<file path="src/rtl/alu_pkg.sv">
// Shared definitions for the serial Y86-64 adder: FSM states, op codes, default sizes.
package alu_pkg;

  typedef enum logic [1:0] {
    IDLE = 2'd0,
    RUN  = 2'd1,
    DONE = 2'd2
  } alu_state_e;

  localparam logic ALU_ADD = 1'b0;
  localparam logic ALU_SUB = 1'b1;

  localparam int ALU_WIDTH = 64;
  localparam int ALU_CHUNK = 8;

endpackage

</file>
<file path="src/rtl/add_chunk.sv">
// CHUNK-bit ripple-carry adder; cin_msb is the carry into the top cell, used for overflow.
module add_chunk #(
  parameter int CHUNK = 8
) (
  input  logic [CHUNK-1:0] a,
  input  logic [CHUNK-1:0] b,
  input  logic             cin,
  output logic [CHUNK-1:0] sum,
  output logic             cout,
  output logic             cin_msb
);

  logic [CHUNK:0] carry;

  assign carry[0] = cin;

  for (genvar gi = 0; gi < CHUNK; gi++) begin : g_fa
    assign sum[gi]     = a[gi] ^ b[gi] ^ carry[gi];
    assign carry[gi+1] = (a[gi] & b[gi]) | (carry[gi] & (a[gi] ^ b[gi]));
  end

  assign cout    = carry[CHUNK];
  assign cin_msb = carry[CHUNK-1];

endmodule

</file>
<file path="src/rtl/alu_serial_add.sv">
// Multi-cycle adder/subtractor, CHUNK bits per clock, start/done handshake.
// Define ALU_SERIAL_ADD_FLAGS_EN to generate zf/sf/of; otherwise they are tied to 0.
module alu_serial_add
  import alu_pkg::*;
#(
  parameter int WIDTH = ALU_WIDTH,
  parameter int CHUNK = ALU_CHUNK
) (
  input  logic             clk,
  input  logic             rst,
  input  logic             start,
  input  logic             sub,
  input  logic [WIDTH-1:0] a,
  input  logic [WIDTH-1:0] b,
  output logic             busy,
  output logic             done,
  output logic [WIDTH-1:0] result,
  output logic             cout,
  output logic             zf,
  output logic             sf,
  output logic             of
);

  localparam int NCHUNK = WIDTH / CHUNK;
  localparam int CW     = (NCHUNK > 1) ? $clog2(NCHUNK) : 1;

  alu_state_e state_reg, state_next;

  logic [CW-1:0]    cnt_reg;
  logic             carry_reg;
  logic [WIDTH-1:0] a_reg, b_reg, result_reg;
  logic             cout_reg;
  logic             accept, last;

  logic [CHUNK-1:0] a_chunk [NCHUNK];
  logic [CHUNK-1:0] b_chunk [NCHUNK];
  logic [CHUNK-1:0] sum;
  logic             sum_cout, sum_cin_msb;
  logic [WIDTH-1:0] result_next;

  assign accept = start && (state_reg == IDLE || state_reg == DONE);
  assign last   = (state_reg == RUN) && (cnt_reg == CW'(NCHUNK - 1));

  always_ff @(posedge clk) begin
    if (rst) state_reg <= IDLE;
    else     state_reg <= state_next;
  end

  always_comb begin
    state_next = state_reg;
    case (state_reg)
      IDLE:    if (start) state_next = RUN;
      RUN:     if (last)  state_next = DONE;
      DONE:    state_next = start ? RUN : IDLE;
      default: state_next = IDLE;
    endcase
  end

  // Slice the latched operands so the active chunk is a plain array lookup.
  for (genvar gi = 0; gi < NCHUNK; gi++) begin : g_slice
    assign a_chunk[gi] = a_reg[gi*CHUNK +: CHUNK];
    assign b_chunk[gi] = b_reg[gi*CHUNK +: CHUNK];
    assign result_next[gi*CHUNK +: CHUNK] =
      (cnt_reg == CW'(gi)) ? sum : result_reg[gi*CHUNK +: CHUNK];
  end

  add_chunk #(.CHUNK(CHUNK)) u_add_chunk (
    .a       (a_chunk[cnt_reg]),
    .b       (b_chunk[cnt_reg]),
    .cin     (carry_reg),
    .sum     (sum),
    .cout    (sum_cout),
    .cin_msb (sum_cin_msb)
  );

  always_ff @(posedge clk) begin
    if (rst) begin
      cnt_reg    <= '0;
      carry_reg  <= 1'b0;
      a_reg      <= '0;
      b_reg      <= '0;
      result_reg <= '0;
      cout_reg   <= 1'b0;
    end else if (accept) begin
      cnt_reg   <= '0;
      carry_reg <= sub;
      a_reg     <= a;
      b_reg     <= sub ? ~b : b;
    end else if (state_reg == RUN) begin
      cnt_reg    <= cnt_reg + CW'(1);
      carry_reg  <= sum_cout;
      result_reg <= result_next;
      if (last) cout_reg <= sum_cout;
    end
  end

`ifdef ALU_SERIAL_ADD_FLAGS_EN
  logic zf_reg, sf_reg, of_reg;

  // Flags are captured on the final chunk, when result_next holds the full value.
  always_ff @(posedge clk) begin
    if (rst) begin
      zf_reg <= 1'b0;
      sf_reg <= 1'b0;
      of_reg <= 1'b0;
    end else if (last) begin
      zf_reg <= (result_next == '0);
      sf_reg <= result_next[WIDTH-1];
      of_reg <= sum_cin_msb ^ sum_cout;
    end
  end

  assign zf = zf_reg;
  assign sf = sf_reg;
  assign of = of_reg;
`else
  logic unused_flag_src;
  assign unused_flag_src = sum_cin_msb;

  assign zf = 1'b0;
  assign sf = 1'b0;
  assign of = 1'b0;
`endif

  assign busy   = (state_reg == RUN);
  assign done   = (state_reg == DONE);
  assign result = result_reg;
  assign cout   = cout_reg;

endmodule

</file>
<file path="config.mk">
export PLATFORM = sky130hd
export DESIGN_NAME = alu_serial_add
export DESIGN_NICKNAME = d
export VERILOG_FILES = /design/src/rtl/alu_pkg.sv /design/src/rtl/add_chunk.sv /design/src/rtl/alu_serial_add.sv
export SDC_FILE = /design/constraint.sdc
export NUM_CORES = 1
export LEC_CHECK = 0
export CELL_PAD_IN_SITES_DETAIL_PLACEMENT = 1
export CELL_PAD_IN_SITES_GLOBAL_PLACEMENT = 1
export CORE_MARGIN = 5
export CORE_UTILIZATION = 35
export CTS_BUF_LIST = sky130_fd_sc_hd__clkbuf_4 sky130_fd_sc_hd__clkbuf_8
export DETAILED_ROUTE_END_ITERATION = 8
export PLACE_DENSITY = 0.84
export SYNTH_ARGS = -nofsm -noshare
export SYNTH_HDL_FRONTEND = slang
export SYNTH_SLANG_ARGS = --single-unit
export TNS_END_PERCENT = 5
</file>
<file path="constraint.sdc">
create_clock -name clk -period 5.05 [get_ports clk]
set_input_delay 0.7575 -clock clk [delete_from_list [all_inputs] [get_ports clk]]
set_output_delay 0.7575 -clock clk [all_outputs]
set_load 0.02 [all_outputs]
</file>
# --- Word level (Yosys, flattened, before mapping) ---
# Cells that the tools add are included.
word_totals:
  memories: 0
  inputBits: 132
  latchBits: 0
  mem_bits_rw: 0
  word_cells: 100
  regBits: 199
  rom_bits: 0
op_classes:
  eq_ne: 11
  div: 0
  shift: 0
  n_mul: 0
  n_addsub: 1
  bitwise: 43
  n_reduce_logical: 17
  magnitude_cmp: 1
  n_mux: 13
ops:
  columns: ["operator", "n"]
  rows:
  - ["2-to-1 mux 64 bit", 1]
  - ["NOT 64 bit", 1]
  - ["binary-select mux 8 bit (select 3 bit)", 2]
  - ["2-to-1 mux 8 bit", 4]
  - ["AND reduction 3 bit", 9]
  - ["bitwise AND 1 bit", 16]
  - ["XOR 1 bit", 16]
  - ["equality test 3 bit (second input constant)", 4]
  - ["bitwise OR 1 bit", 8]
  - ["equality test 3 x 2 -> 1 bit (second input constant)", 2]
  - ["one-hot mux 2 bit (3 select lines)", 1]
  - [">= comparator 4 bit (second input constant)", 1]
  - ["2-to-1 mux 2 bit", 2]
  - ["NOT 3 -> 4 bit", 1]
  - ["adder 3 x 1 -> 3 bit (second input constant)", 1]
  - ["equality test 3 x 1 -> 1 bit (second input constant)", 1]
  - ["logical NOT 3 bit", 1]
  - ["2-to-1 mux 1 bit", 3]
  - ["equality test 2 x 1 -> 1 bit (second input constant)", 1]
  - ["equality test 2 bit (second input constant)", 1]
  - ["logical AND 1 bit", 2]
  - ["logical NOT 2 bit", 1]
  - ["inequality test 2 x 1 -> 1 bit (second input constant)", 1]
  - ["inequality test 2 bit (second input constant)", 1]
  - ["5 further kinds", 5]

# --- Depth between registers and ports, before layout ---
logic_depth:
  depth_word: 23
  depth_mapped: 18

# --- Hierarchy ---
# Synthesis repeated with hierarchy kept, for this count alone.
unflattened:
  cells_unflattened: 983
  hier_area_um2: 8932.3
by_module_without_submodules:
  columns: ["mod", "area_per_inst_um2", "instances", "cells_per_inst"]
  rows:
  - ["alu_serial_add", 8734.6, 1, 965]
  - ["add_chunk", 197.7, 1, 18]

# --- Worst setup path after synthesis ---
# No wires, ideal clock.
synth_timing:
  kind: "reg-to-reg"
  from: "register cnt_reg[0]"
  to: "register result_reg[23], in the netlist result[23]"
  arrival_ns: 5.039
  t_required_ns: 4.964
  period_less_slack_ns: 5.125
  path_stages_with_launch: 19
  n_path_buf: 3
  path_slack_ns: -0.075
  setup_ns: 0.086
  path_cell_list: "dfxtp_1 buf_6 buf_6 mux4_2 nand2_1 nand2_1 fa_1 inv_1 fa_1 inv_1 fa_1 fa_1 fa_1 fa_1 fa_1 inv_1 fa_1 buf_1 a211oi_1"
synth_between:
  elab_chain_len: 20
synth_lines:
  columns: ["element", "line_no", "source"]
  rows:
  - ["start, declared", "alu_serial_add.sv:29", "logic [CW-1:0] cnt_reg;"]
  - ["start signal, assigned", "alu_serial_add.sv:90", "cnt_reg <= cnt_reg + CW'(1);"]
  - ["NOT 3 -> 4 bit (not written as such)", "alu_serial_add.sv:68, alu_serial_add.sv:69", null]
  - ["binary-select mux 8 bit (select 3 bit) (on tied branches)", "alu_serial_add.sv:68, alu_serial_add.sv:69", null]
  - ["2-to-1 mux 8 bit (on tied branches) (2 in a row)", "alu_serial_add.sv:68, alu_serial_add.sv:69", null]
  - ["XOR 1 bit", "add_chunk.sv:19", "assign carry[gi+1] = (a[gi] & b[gi]) | (carry[gi] & (a[gi] ^ b[gi]));"]
  - ["bitwise AND 1 bit", "add_chunk.sv:19", null]
  - ["bitwise OR 1 bit", "add_chunk.sv:19", null]
  - ["bitwise AND 1 bit", "add_chunk.sv:19", null]
  - ["bitwise OR 1 bit", "add_chunk.sv:19", null]
  - ["(+3 left out)", null, null]
  - ["bitwise OR 1 bit", "add_chunk.sv:19", null]
  - ["bitwise AND 1 bit", "add_chunk.sv:19", null]
  - ["bitwise OR 1 bit", "add_chunk.sv:19", null]
  - ["bitwise AND 1 bit", "add_chunk.sv:19", null]
  - ["bitwise OR 1 bit", "add_chunk.sv:19", null]
  - ["bitwise AND 1 bit", "add_chunk.sv:19", null]
  - ["bitwise OR 1 bit", "add_chunk.sv:19", null]
  - ["XOR 1 bit", "add_chunk.sv:18", "assign sum[gi] = a[gi] ^ b[gi] ^ carry[gi];"]
  - ["end signal, assigned", "alu_serial_add.sv:92", "result_reg <= result_next;"]
  - ["end, declared", "alu_serial_add.sv:31", "logic [WIDTH-1:0] a_reg, b_reg, result_reg;"]
# Parallel ways exist; a longest one is shown, timed or not. The select of a mux whose other input is x is not followed.
# A chain may end at the register's enable or synchronous reset.

# --- Worst setup path in the final report ---
layout_timing:
  from: "register cnt_reg[0]"
  to: "register result_reg[39], in the netlist result[39]"
# The elaborated chain is that of the path after synthesis.

==> metrics.cfg <==
[run_status]
outcome=finished clean

[logic_synthesis]
postSynthAreaPerCell_um2=9.38
yosysMostFrequentCell=dfxtp_1
netlist.top_cell.by_area=dfxtp_1
synth_seq_cells=199
ys.flop_type=dfxtp_1
synth_edf_count=0
yosysSeqAreaShare_pct=45.4
synth_cells=935
ys_top_cells_by_area=dfxtp_1 (45%), mux4_2 (8.2%), nand2_1 (8.0%)
netlist.area_leader.share_pct=45.4
yosys-top-cells-count=dfxtp_1 (199), nand2_1 (188), nor2_1 (120), a211oi_1 (79), a21oi_1 (77)
synthesis.area_um2=8770
yosysUniqueCellTypes=29
yosysWarningCount=0
async_flop_share_pct=0

[global_route]
antenna_found_initial=0
track_usage_pct=17.6
grt_overflow=0
grt_max_degree=130
grt_pass1_wl_um=39600
grt_pass1_vias=7232

[critical_path]
cp-start-kind=flop
reg2reg_from=cnt_reg[0]$_SDFFE_PP0P_
crit_start=cnt_reg[0]$_SDFFE_PP0P_
path_class=flop to flop
reg2reg_slack_ns=0.27
arrival_ns=5.16
reg2reg_depth=15
cp_max_fo=8
regToRegEndpoint=result[39]$_SDFFE_PP0P_
critPathCapture=result[39]$_SDFFE_PP0P_
critical_path_required_ns=5.43
endpoint_kind=flop

[route]
finalWirelength_um=25600
drcViolationCount=0
antenna_left=0
viasPerCell=4.93
dr.pass1.iters=4
vias=6992
drt-initial-drc-count=467
wl_per_cell_um=18.0

[cts]
cts.htree.levels=4
clk_latency_ns=0.48
clk_pin_slew_worst_paths_ns=0.10
cts_buffer_depth=2
cts_tree=built
cts-root-buf=clkbuf_8
cts_buffers=17
cts_sinks=199
holdBufCountCts=0

[die]
rows=58
top_level_ports=202
die_x_um=168
start_util_pct=35.1
die_area_um2=28300
core_um2=25000
fp.dieH_um=168

[sta]
fmax_mhz=209
period_share_pct=94.6
rsz0062_at_grt=no
hold-worst-slack_ns=0.459
tns_ns=0
finalClockSkew_ns=0.0205
slew_violations=0
period_needed_ns=4.78
setup_viol=0
worstMarginPinSlew_ns=1.01
hold_viol_final=0
slew_headroom_pct=32.5

[job]
drv_cap=0

[placement]
io_buffers=198
gp_congestion=0.781
dp_hpwl_um=18700

[worst_hold_path]
hold_class=flop to flop

[final_layout]
area_delta_synth_final_pct=28.7
n_antenna_cell=0
utilization_pct=45.2
drive_gt1_share_pct=9.27
fin_nets=1223

[power]
p_leak_nw=3.92
ir_worst_vdd_mv=0.163
p_per_area_nw_per_um2=303

==> cell families after synthesis <==
family	after synthesis	share of synthesized area, %
flip-flops	199	45.4
multiplexers	73	12.9
adder cells (fa/ha/maj)	14	2.68
XOR/XNOR	65	6.49
AND/OR/NAND/NOR	326	14.9
buffers and inverters	97	5.91
other	1	0.0428
AO/OA/AOI/OAI	160	11.7
==> what timing repair did <==
action                     in CTS  in global routing
gates resized for setup         3                  9
pin swaps                       0                  2
setup endpoints to repair       8                  8
setup buffers                   0                  2
==> how the worst min path moves through the flow <==
stage	depth (start not counted)	end	slack, ns	start
3_3_place_gp	2	a_reg[13]$_SDFFE_PP0P_	0.44	a_reg[13]$_SDFFE_PP0P_
4_1_cts	2	a_reg[30]$_SDFFE_PP0P_	0.46	a_reg[30]$_SDFFE_PP0P_
6_report	2	a_reg[4]$_SDFFE_PP0P_	0.46	a_reg[4]$_SDFFE_PP0P_
3_5_place_dp	2	a_reg[30]$_SDFFE_PP0P_	0.45	a_reg[30]$_SDFFE_PP0P_
5_1_grt	2	a_reg[6]$_SDFFE_PP0P_	0.48	a_reg[6]$_SDFFE_PP0P_
2_1_floorplan	2	a_reg[16]$_SDFFE_PP0P_	0.43	a_reg[16]$_SDFFE_PP0P_
==> critical path, cell delays in order, from the launching register on <==
cell and delay [ns]:
dfxtp_4 0.41, mux4_2 0.51, nand2_1 0.08, nand2_1 0.07, fa_1 0.38, inv_1 0.09
fa_1 0.17, inv_1 0.06, fa_2 0.40, fa_2 0.41, fa_2 0.41, fa_2 0.41
fa_1 0.42, inv_1 0.10, fa_2 0.53, a211oi_2 0.24
==> cell usage in the layout (no fill, tap or decap), drive strengths merged <==
master         instances
and3b                  2
a2111oi                2
nor2b                  3
nand2                188
a211oi                81
a21oi                 77
mux4                  32
bufinv                 3
clkbuf                18
dfxtp                199
mux2i                 41
and4b                  3
inv                   10
nor2                 120
clkdlybuf4s50        196
buf                   16
nor3                   3
xnor2                 65
clkinvlp               4
nand2b                 2
conb                   3
fa                     8
ha                     6
and4bb                 3
clkinv                 2
nand3b                 2
==> per-layer routing <==
layer,vias to the layer above,track usage (%),part of all wire (%)
li1,3425,-,-
met1,3381,22.8,44
met5,-,0,0
met4,0,4.38,1.2
met3,18,3.40,4.7
met2,168,30.4,50
==> metrics by stage <==
stage | area (µm²) | setup WS (ns) | power, W | std cells
6_report | 11300 | 0.271 | 0.00342 | 1419
3_3_place_gp | 10800 | 0.0704 | 0.00235 | 1386
2_1_floorplan | 8790 | 0.0463 | 0.00211 | 937
5_1_grt | 11300 | 0.0228 | 0.00357 | 1419
4_1_cts | 11200 | 0.0246 | 0.00345 | 1417
3_5_place_dp | 10800 | -0.0425 | 0.00237 | 1386
==> final cells by class <==
type / instances / area (µm²)
Sequential cell: 199 / 3990
Fill cell: 2825 / 13700
Timing Repair Buffer: 212 / 2110
Clock buffer: 18 / 248
Clock inverter: 13 / 169
Multi-Input combinational cell: 641 / 4330
Inverter: 6 / 22.5
Tap cell: 330 / 413
==> power breakdown <==
group / switching [W] / internal [W]
Clock: 0.000580 / 0.000506
Sequential: 0.0000528 / 0.00166
Combinational: 0.000335 / 0.000292
Total: 0.000967 / 0.00246
(Power assumes the default switching activity.)
